--- src/rtl/prog_mem_pkg.sv ---
// Shared types and constants for the loadable program memory with fetch port.
package prog_mem_pkg;

  typedef enum logic [1:0] {
    LOAD  = 2'd0,
    RUN   = 2'd1,
    DRAIN = 2'd2
  } state_t;

  localparam logic [7:0] HALT_WORD = 8'hFF;

endpackage

--- src/rtl/prog_mem_array.sv ---
// Program storage: synchronous write, registered read, per-word written flags.
module prog_mem_array
  import prog_mem_pkg::*;
#(
  parameter int                DATA_W = 8,
  parameter int                ADDR_W = 8,
  parameter int                DEPTH  = 256,
  parameter logic [DATA_W-1:0] FILL   = {DATA_W{1'b1}}
) (
  input  logic              clk,
  input  logic              rst,
  input  logic              clear,
  input  logic              wr_en,
  input  logic [ADDR_W-1:0] wr_addr,
  input  logic [DATA_W-1:0] wr_data,
  input  logic              rd_en,
  input  logic [ADDR_W-1:0] rd_addr,
  output logic [DATA_W-1:0] rd_data
);

  localparam int              IDX_W   = (DEPTH > 1) ? $clog2(DEPTH) : 1;
  localparam logic [ADDR_W:0] DEPTH_L = (ADDR_W + 1)'(DEPTH);

  logic [DATA_W-1:0] mem [DEPTH];
  logic [DEPTH-1:0]  written_reg;
  logic [DATA_W-1:0] word_reg;
  logic              hit_reg;

  logic             wr_in_range;
  logic             rd_in_range;
  logic [IDX_W-1:0] wr_idx;
  logic [IDX_W-1:0] rd_idx;

  assign wr_in_range = ({1'b0, wr_addr} < DEPTH_L);
  assign rd_in_range = ({1'b0, rd_addr} < DEPTH_L);
  assign wr_idx      = wr_addr[IDX_W-1:0];
  assign rd_idx      = rd_addr[IDX_W-1:0];

  // Data array is deliberately left unreset so it maps onto block RAM.
  always_ff @(posedge clk) begin
    if (wr_en && wr_in_range) begin
      mem[wr_idx] <= wr_data;
    end
  end

  always_ff @(posedge clk) begin
    if (rd_en) begin
      word_reg <= mem[rd_idx];
    end
  end

  // A write in the same cycle as a clear survives, so the new program keeps it.
  always_ff @(posedge clk or posedge rst) begin
    if (rst) begin
      written_reg <= '0;
    end else begin
      if (clear) begin
        written_reg <= '0;
      end
      if (wr_en && wr_in_range) begin
        written_reg[wr_idx] <= 1'b1;
      end
    end
  end

  always_ff @(posedge clk or posedge rst) begin
    if (rst) begin
      hit_reg <= 1'b0;
    end else if (rd_en) begin
      hit_reg <= rd_in_range && written_reg[rd_idx];
    end
  end

  assign rd_data = hit_reg ? word_reg : FILL;

endmodule

--- src/rtl/prog_mem_fetch.sv ---
// Loadable instruction memory: LOAD/RUN/DRAIN mode control, load counter and
// a one-cycle valid/ready fetch port in front of prog_mem_array.
module prog_mem_fetch
  import prog_mem_pkg::*;
#(
  parameter int                DATA_W = 8,
  parameter int                ADDR_W = 8,
  parameter int                DEPTH  = 256,
  parameter logic [DATA_W-1:0] FILL   = {DATA_W{1'b1}}
) (
  input  logic              clk_i,
  input  logic              reset_i,
  input  logic              load_start_i,
  input  logic              load_done_i,
  input  logic              wr_en_i,
  input  logic [ADDR_W-1:0] wr_addr_i,
  input  logic [DATA_W-1:0] wr_data_i,
  input  logic              req_valid_i,
  input  logic [ADDR_W-1:0] req_addr_i,
  output logic              req_ready_o,
  output logic              rsp_valid_o,
  output logic [DATA_W-1:0] rsp_data_o,
  output logic              rsp_oob_o,
  input  logic              rsp_ready_i,
  output logic              running_o,
  output logic [ADDR_W:0]   load_count_o
);

  localparam logic [ADDR_W:0] COUNT_MAX = {1'b1, {ADDR_W{1'b0}}};
  localparam logic [ADDR_W:0] DEPTH_L   = (ADDR_W + 1)'(DEPTH);

  state_t          state_reg;
  state_t          state_next;
  logic            rsp_valid_reg;
  logic            rsp_oob_reg;
  logic [ADDR_W:0] load_count_reg;

  logic rsp_free;
  logic req_ready;
  logic accept;
  logic clear_prog;
  logic wr_accept;

  assign rsp_free  = !rsp_valid_reg || rsp_ready_i;
  assign wr_accept = (state_reg == LOAD) && wr_en_i;

  always_ff @(posedge clk_i or posedge reset_i) begin
    if (reset_i) begin
      state_reg <= LOAD;
    end else begin
      state_reg <= state_next;
    end
  end

  always_comb begin
    state_next = state_reg;
    clear_prog = 1'b0;
    req_ready  = 1'b0;
    accept     = 1'b0;
    case (state_reg)
      LOAD: begin
        if (load_done_i) begin
          state_next = RUN;
        end else if (load_start_i) begin
          clear_prog = 1'b1;
        end
      end
      RUN: begin
        req_ready = rsp_free;
        accept    = req_valid_i && rsp_free;
        // A fetch accepted alongside load_start leaves a response to drain.
        if (load_start_i) begin
          if (rsp_free && !accept) begin
            state_next = LOAD;
            clear_prog = 1'b1;
          end else begin
            state_next = DRAIN;
          end
        end
      end
      DRAIN: begin
        if (rsp_free) begin
          state_next = LOAD;
          clear_prog = 1'b1;
        end
      end
      default: begin
        state_next = LOAD;
      end
    endcase
  end

  always_ff @(posedge clk_i or posedge reset_i) begin
    if (reset_i) begin
      load_count_reg <= '0;
    end else if (clear_prog) begin
      load_count_reg <= wr_accept ? (ADDR_W + 1)'(1) : '0;
    end else if (wr_accept && (load_count_reg != COUNT_MAX)) begin
      load_count_reg <= load_count_reg + 1'b1;
    end
  end

  always_ff @(posedge clk_i or posedge reset_i) begin
    if (reset_i) begin
      rsp_valid_reg <= 1'b0;
      rsp_oob_reg   <= 1'b0;
    end else if (accept) begin
      rsp_valid_reg <= 1'b1;
      rsp_oob_reg   <= ({1'b0, req_addr_i} >= DEPTH_L);
    end else if (rsp_ready_i) begin
      rsp_valid_reg <= 1'b0;
    end
  end

  prog_mem_array #(
    .DATA_W (DATA_W),
    .ADDR_W (ADDR_W),
    .DEPTH  (DEPTH),
    .FILL   (FILL)
  ) u_array (
    .clk     (clk_i),
    .rst     (reset_i),
    .clear   (clear_prog),
    .wr_en   (wr_accept),
    .wr_addr (wr_addr_i),
    .wr_data (wr_data_i),
    .rd_en   (accept),
    .rd_addr (req_addr_i),
    .rd_data (rsp_data_o)
  );

  assign req_ready_o  = req_ready;
  assign rsp_valid_o  = rsp_valid_reg;
  assign rsp_oob_o    = rsp_oob_reg;
  assign running_o    = (state_reg == RUN);
  assign load_count_o = load_count_reg;

endmodule

--- config.mk ---
export PLATFORM = sky130hd
export DESIGN_NAME = prog_mem_fetch
export DESIGN_NICKNAME = d
export VERILOG_FILES = /design/src/rtl/prog_mem_pkg.sv /design/src/rtl/prog_mem_array.sv /design/src/rtl/prog_mem_fetch.sv
export SDC_FILE = /design/constraint.sdc
export NUM_CORES = 2
export LEC_CHECK = 0
export ABC_AREA = 1
export CAP_MARGIN = 20
export CELL_PAD_IN_SITES_DETAIL_PLACEMENT = 0
export CELL_PAD_IN_SITES_GLOBAL_PLACEMENT = 2
export CORE_MARGIN = 10
export CORE_UTILIZATION = 40
export CTS_CLUSTER_SIZE = 16
export DETAILED_ROUTE_END_ITERATION = 6
export PLACE_DENSITY_LB_ADDON = 0.1
export SYNTH_ARGS = -nofsm -noshare
export SYNTH_HDL_FRONTEND = slang
export SYNTH_HIERARCHICAL = 1
export SYNTH_SLANG_ARGS = --single-unit
--- constraint.sdc ---
create_clock -name clk_i -period 9.1 [get_ports clk_i]
set_clock_uncertainty 0.15 [all_clocks]
set_input_delay 1.82 -clock clk_i [delete_from_list [all_inputs] [get_ports clk_i]]
set_output_delay 1.82 -clock clk_i [all_outputs]
set_load 0.01 [all_outputs]
# After elaboration in Yosys (flattened, before gate mapping)
# Memory sizes are Yosys's and may differ from the RTL's. A register that Yosys moved wholly into a read port is not among the register bits.
# Cells that the tools add are included.
totals:
  register_bits: 269
  ramBits: 2048
  output_inout_bits: 21
  wordCells: 56
  n_memories: 1
mem_list:
  columns: ["memory", "depth", "word_bits", "read_ports", "rd_ports_with_merged_regs", "write_ports", "line_no", "source"]
  rows:
  - ["u_array.mem", 256, 8, 1, 1, 1, "prog_mem_array.sv:24", "logic [DATA_W-1:0] mem [DEPTH];"]
op_classes:
  add_sub_neg: 1
  magnitude_cmp: 3
  n_eq_ne: 6
  muxes: 27
  bitwise: 1
  n_reduce_logical: 12
ops:
  columns: ["cell", "count"]
  rows:
  - ["$mux 256", 2]
  - ["$or 256x256->256", 1]
  - ["$lt 8x9->1 const B", 2]
  - ["$mux 9", 2]
  - ["$mux 1", 14]
  - ["$add 9x1->9 const B", 1]
  - ["$ne 9x9->1 const B", 1]
  - ["$bmux 1 s8", 1]
  - ["$demux 1 s8", 1]
  - ["$ge 8x1->1 const B", 1]
  - ["$mux 2", 4]
  - ["$mux 8", 1]
  - ["$ne 2x2->1 const B", 3]
  - ["$pmux 2 s3", 1]
  - ["$logic_and 1x1->1", 5]
  - ["$reduce_bool 2->1", 2]
  - ["$pmux 1 s3", 1]
  - ["$reduce_and 3->1", 1]
  - ["$eq 2x1->1 const B", 1]
  - ["$eq 2x2->1 const B", 1]
  - ["$logic_not 1->1", 2]
  - ["$logic_not 2->1", 1]
  - ["$logic_or 1x1->1", 1]

# Logic depth before layout (Yosys ltp)
logic_depth:
  ltp_word: 11
  depth_mapped: 16

# Cells and area by module
# Netlist, hierarchy kept.
modules_own_cells:
  columns: ["mod", "n_inst", "cells_each", "area_each_um2", "seq_area_each_um2"]
  rows:
  - ["prog_mem_array", 1, 8053, 94285.4, 68170.4]
  - ["prog_mem_fetch", 1, 134, 874.6, 300.3]

# Least setup slack after synthesis
# No wires, ideal clock.
synth_path:
  kind: "input -> output"
  from: "in rsp_ready_i"
  to: "out req_ready_o"
  arrival_time_ns: 2.098
  t_required_ns: 7.130
  slack_ns: 5.032
  stages: 2
  path_buffers: 0
  path_cell_list: "nor2_1 > nor2_1"
synth_between:
  elab_chain_cells: 2
synth_rtl:
  columns: ["item", "line_no", "source"]
  rows:
  - ["from (decl)", "prog_mem_fetch.sv:24", "input logic rsp_ready_i,"]
  - ["$logic_or 1x1->1", "prog_mem_fetch.sv:44", "assign rsp_free = !rsp_valid_reg || rsp_ready_i;"]
  - ["$mux 1", "prog_mem_fetch.sv:60", "case (state_reg)"]
  - ["to (decl)", "prog_mem_fetch.sv:20", "output logic req_ready_o,"]
# Every way passes these cells.

# Worst setup path after layout
# Ends and elaborated chain as after synthesis.

==> flow_results.org <==
** GRT
- Met3 GRT Util :: 2.80%
- The number of global-route vias before repair is 61800.
- In this run the most used layer during global routing was met2.
- Global routing used 23.1% of the available tracks.
- Final global-route overflow total :: 0
- Maximum number of pins on one net before global-route repair :: 160
- The number of antenna violations at the first check in global routing is 5.
- Met1 capacity usage during global routing :: 34.0%
- The first global-routing pass estimated 447 mm of wire.
- Global routing consumed, on the met2 layer, 36.3% of the routing resources.

** Worst setup path
- The startpoint identified for the worst register-to-register timing path is state_reg[1].
- Element type at the critical path start :: input port
- The endpoint identified for the worst register-to-register timing path is u_array/mem[58][5].
- Critical Path RT :: 7.13 ns
- Worst reg2reg path depth :: 7
- Data on the critical path arrives at its endpoint at 3.08 ns.
- Maximum fanout along the worst path :: 4
- Kind of critical path :: input port to output port
- For flop-to-flop paths, the worst setup slack is 5.34 ns.
- The worst setup path is captured at an output port.

** Cells and area
- Commonest non-fill, non-tap cell in the layout :: edfxtp_1
- Net count of the finished layout :: 8072
- Commonest non-fill, non-tap cells in the layout :: 2056 x edfxtp_1, 1233 x nand2_1, 1174 x nand3_1, 994 x nor2_1, 756 x o21ai_0
- The register with the most flip-flops in the layout has 2048 of them.
- Fraction of layout instances using a drive strength above 1 :: 6.66%
- Relative to the synthesized area, the layout overhead comes to 12.5%.
- Post-Layout Inst Area :: 0.107 sq mm

** Placed design
- # port buffers :: 50
- Post-Place Cell Area :: 0.0984 sq mm
- Final weighted congestion in routability-driven placement :: 0.794
- Final HPWL DP :: 167 mm

** Floorplan
- Placement Rows :: 178
- Die span in y :: 508 um
- Initial Utilization :: 40.3%
- The die covers 0.258 sq mm.
- The die is 508 um wide.
- 52 I/O pins were placed.
- Standard cell core area :: 0.236 sq mm

** Clock tree
- Master cell of the clock root buffer :: clkbuf_16
- The longest clock path from root to sink contains 4 buffers.
- CTS built an H-tree with a depth of 5.
- CTS hold repair buffers :: 0
- Clk pin slew, worst setup/hold paths :: 0.06 ns
- CTS tree :: done
- Buffers inserted during post-CTS setup optimization :: 0
- # clock sinks :: 2325
- Clock latency on the worst-skew pair :: 0.91 ns
- TritonCTS buffer count :: 281
- Post-cts resize count :: 0

** Route
- For this block, the initial DRC count from the detailed router was 6119.
- Router iterations before antenna repair :: 6
- For this run, design rule violations remaining after detail routing come to 0.
- The count of nets left with antenna violations once routing finished came out at 0.
- Total number of vias :: 64000
- Per-cell routed wire length :: 26.9 um
- Final wirelength :: 307 mm
- Per-cell via count in the routed design :: 5.62

** Pwr
- The worst-case IR drop observed on VDD is 0.000158 V.
- Standby leakage power :: 36.3 nW
- Power density over cell area :: 224 mW/mm^2

** Synthesis
- After synthesis, the netlist uses 29 different library cells.
- Flops & latches, synth :: 2325
- Synth Area per Inst :: 11.6 sq um
- Post-Synthesis Cell Area :: 0.0952 sq mm
- Summing the sequential cell areas from Yosys gives 72.0% of the chip area.
- Synthesized Nets :: 8220
- The Yosys step of the flow raised 6 warnings.
- Number of instances in the synthesized netlist :: 8187

** Timing
- Count of final max-slew check failures :: 0
- Setup violations remaining at the end of the flow were counted as 0.
- Pin slew with the least headroom to its limit :: 1.24 ns
- Max frequency :: 0.198 GHz
- Setup repair after global routing missed its margin :: false
- Setup tns final :: 0 ns
- Total count of hold-check failures in the final report :: 0
- Final critical-path share of the clock period :: 55.5%
- The worst path needs 5.05 ns of the cycle, external delays included.
- Worst max-slew margin expressed relative to the limit :: 17.4%

** Min path
- Hold/Removal Path Class :: register to register
- WHS Path Cells :: 2
- Hold path startpoint :: u_array/written_reg[80]
- End point of the most critical hold path :: u_array/written_reg[80]

** Outcome
- Status :: finished, final reports clean

** Run
- Across the run, the number of max-cap violations was 0.
-- critical path: stages --
cell,delay [ns]
clkdlybuf4s50_1,0.42
nor2_1,0.27
nor2_1,0.09
clkdlybuf4s50_1,0.48
-- synthesized netlist by cell type (all sizes together) --
library cell	instances	area, sq um
clkbuf	319	1210
o22ai	609	3810
inv	358	1350
clkinv	4	16.3
edfxtp	2056	61700
dfrtp	269	6730
conb	1	3.75
ha	2	25.0
o211ai	1	7.51
nor3	2	10.0
a21oi	62	310
buf	298	1680
nand4	7	43.8
nor2	1008	3810
nand3	1174	5880
nand2	1251	4700
o21ai	766	3830
-- worst max path at each step --
stage	slack [ns]	depth (start not counted)	from	to
final	4.05	4	rsp_ready_i	req_ready_o
after global routing	4.00	4	rsp_ready_i	req_ready_o
after CTS	4.03	4	rsp_ready_i	req_ready_o
after detailed placement	3.44	9	req_addr_i[4]	u_array/word_reg[3]
after global placement	3.40	9	req_addr_i[4]	u_array/word_reg[3]
after floorplan	0.06	1	reset_i	u_array/hit_reg
-- metal layers --
| layer | vias up | part of all wire [%] |
|---|---|---|
| met1 | 32800 | 47 |
| met3 | 462 | 4.8 |
| li1 | 29000 | - |
| met4 | 0 | 2.6 |
| met2 | 1760 | 46 |
| met5 | - | 0 |
-- stage by stage --
step / worst slack [ns] / power (mW) / util [%] / hold slack [ns] / std cells
after global routing: 4.00 / 24.8 / 45.4 / 0.392 / 11400
after detailed placement: 3.44 / 13.6 / 41.7 / 0.367 / 10900
final: 4.05 / 24.0 / 45.4 / 0.374 / 11400
after floorplan: 0.0599 / 12.8 / - / 0.351 / 8187
after global placement: 3.40 / 13.6 / 41.5 / 0.360 / 10900
after CTS: 4.03 / 24.3 / 45.3 / 0.376 / 11400
-- layout make-up --
| class | count | area, sq um |
|---|---|---|
| inverters | 362 | 1410 |
| clock inverters | 113 | 1120 |
| repair buffers | 186 | 2050 |
| flip-flops and latches | 2325 | 68500 |
| clock buffers | 361 | 7490 |
| fillers | 21900 | 129000 |
| multi-input cells | 4883 | 22600 |
| diodes | 5 | 12.5 |
| well taps | 3150 | 3940 |
-- logic make-up (layout without fill, tap and decap cells) --
logic type               count (synthesis)  count (layout)  synth area share (%)
AND/OR/NAND/NOR                       3442            3442                  15.2
other                                    1               6               0.00394
flip-flops                            2325            2325                  72.0
buffers and inverters                  979            1022                  4.48
adder cells (fa/ha/maj)                  2               2                0.0263
AO/OA/AOI/OAI                         1438            1438                  8.37
-- report_power, final --
part	internal, mW	switching [mW]
clock	6.40	4.29
sequential	11.7	0.0367
combinational	0.369	1.28
No activity file was read; power rests on OpenSTA's default activity.
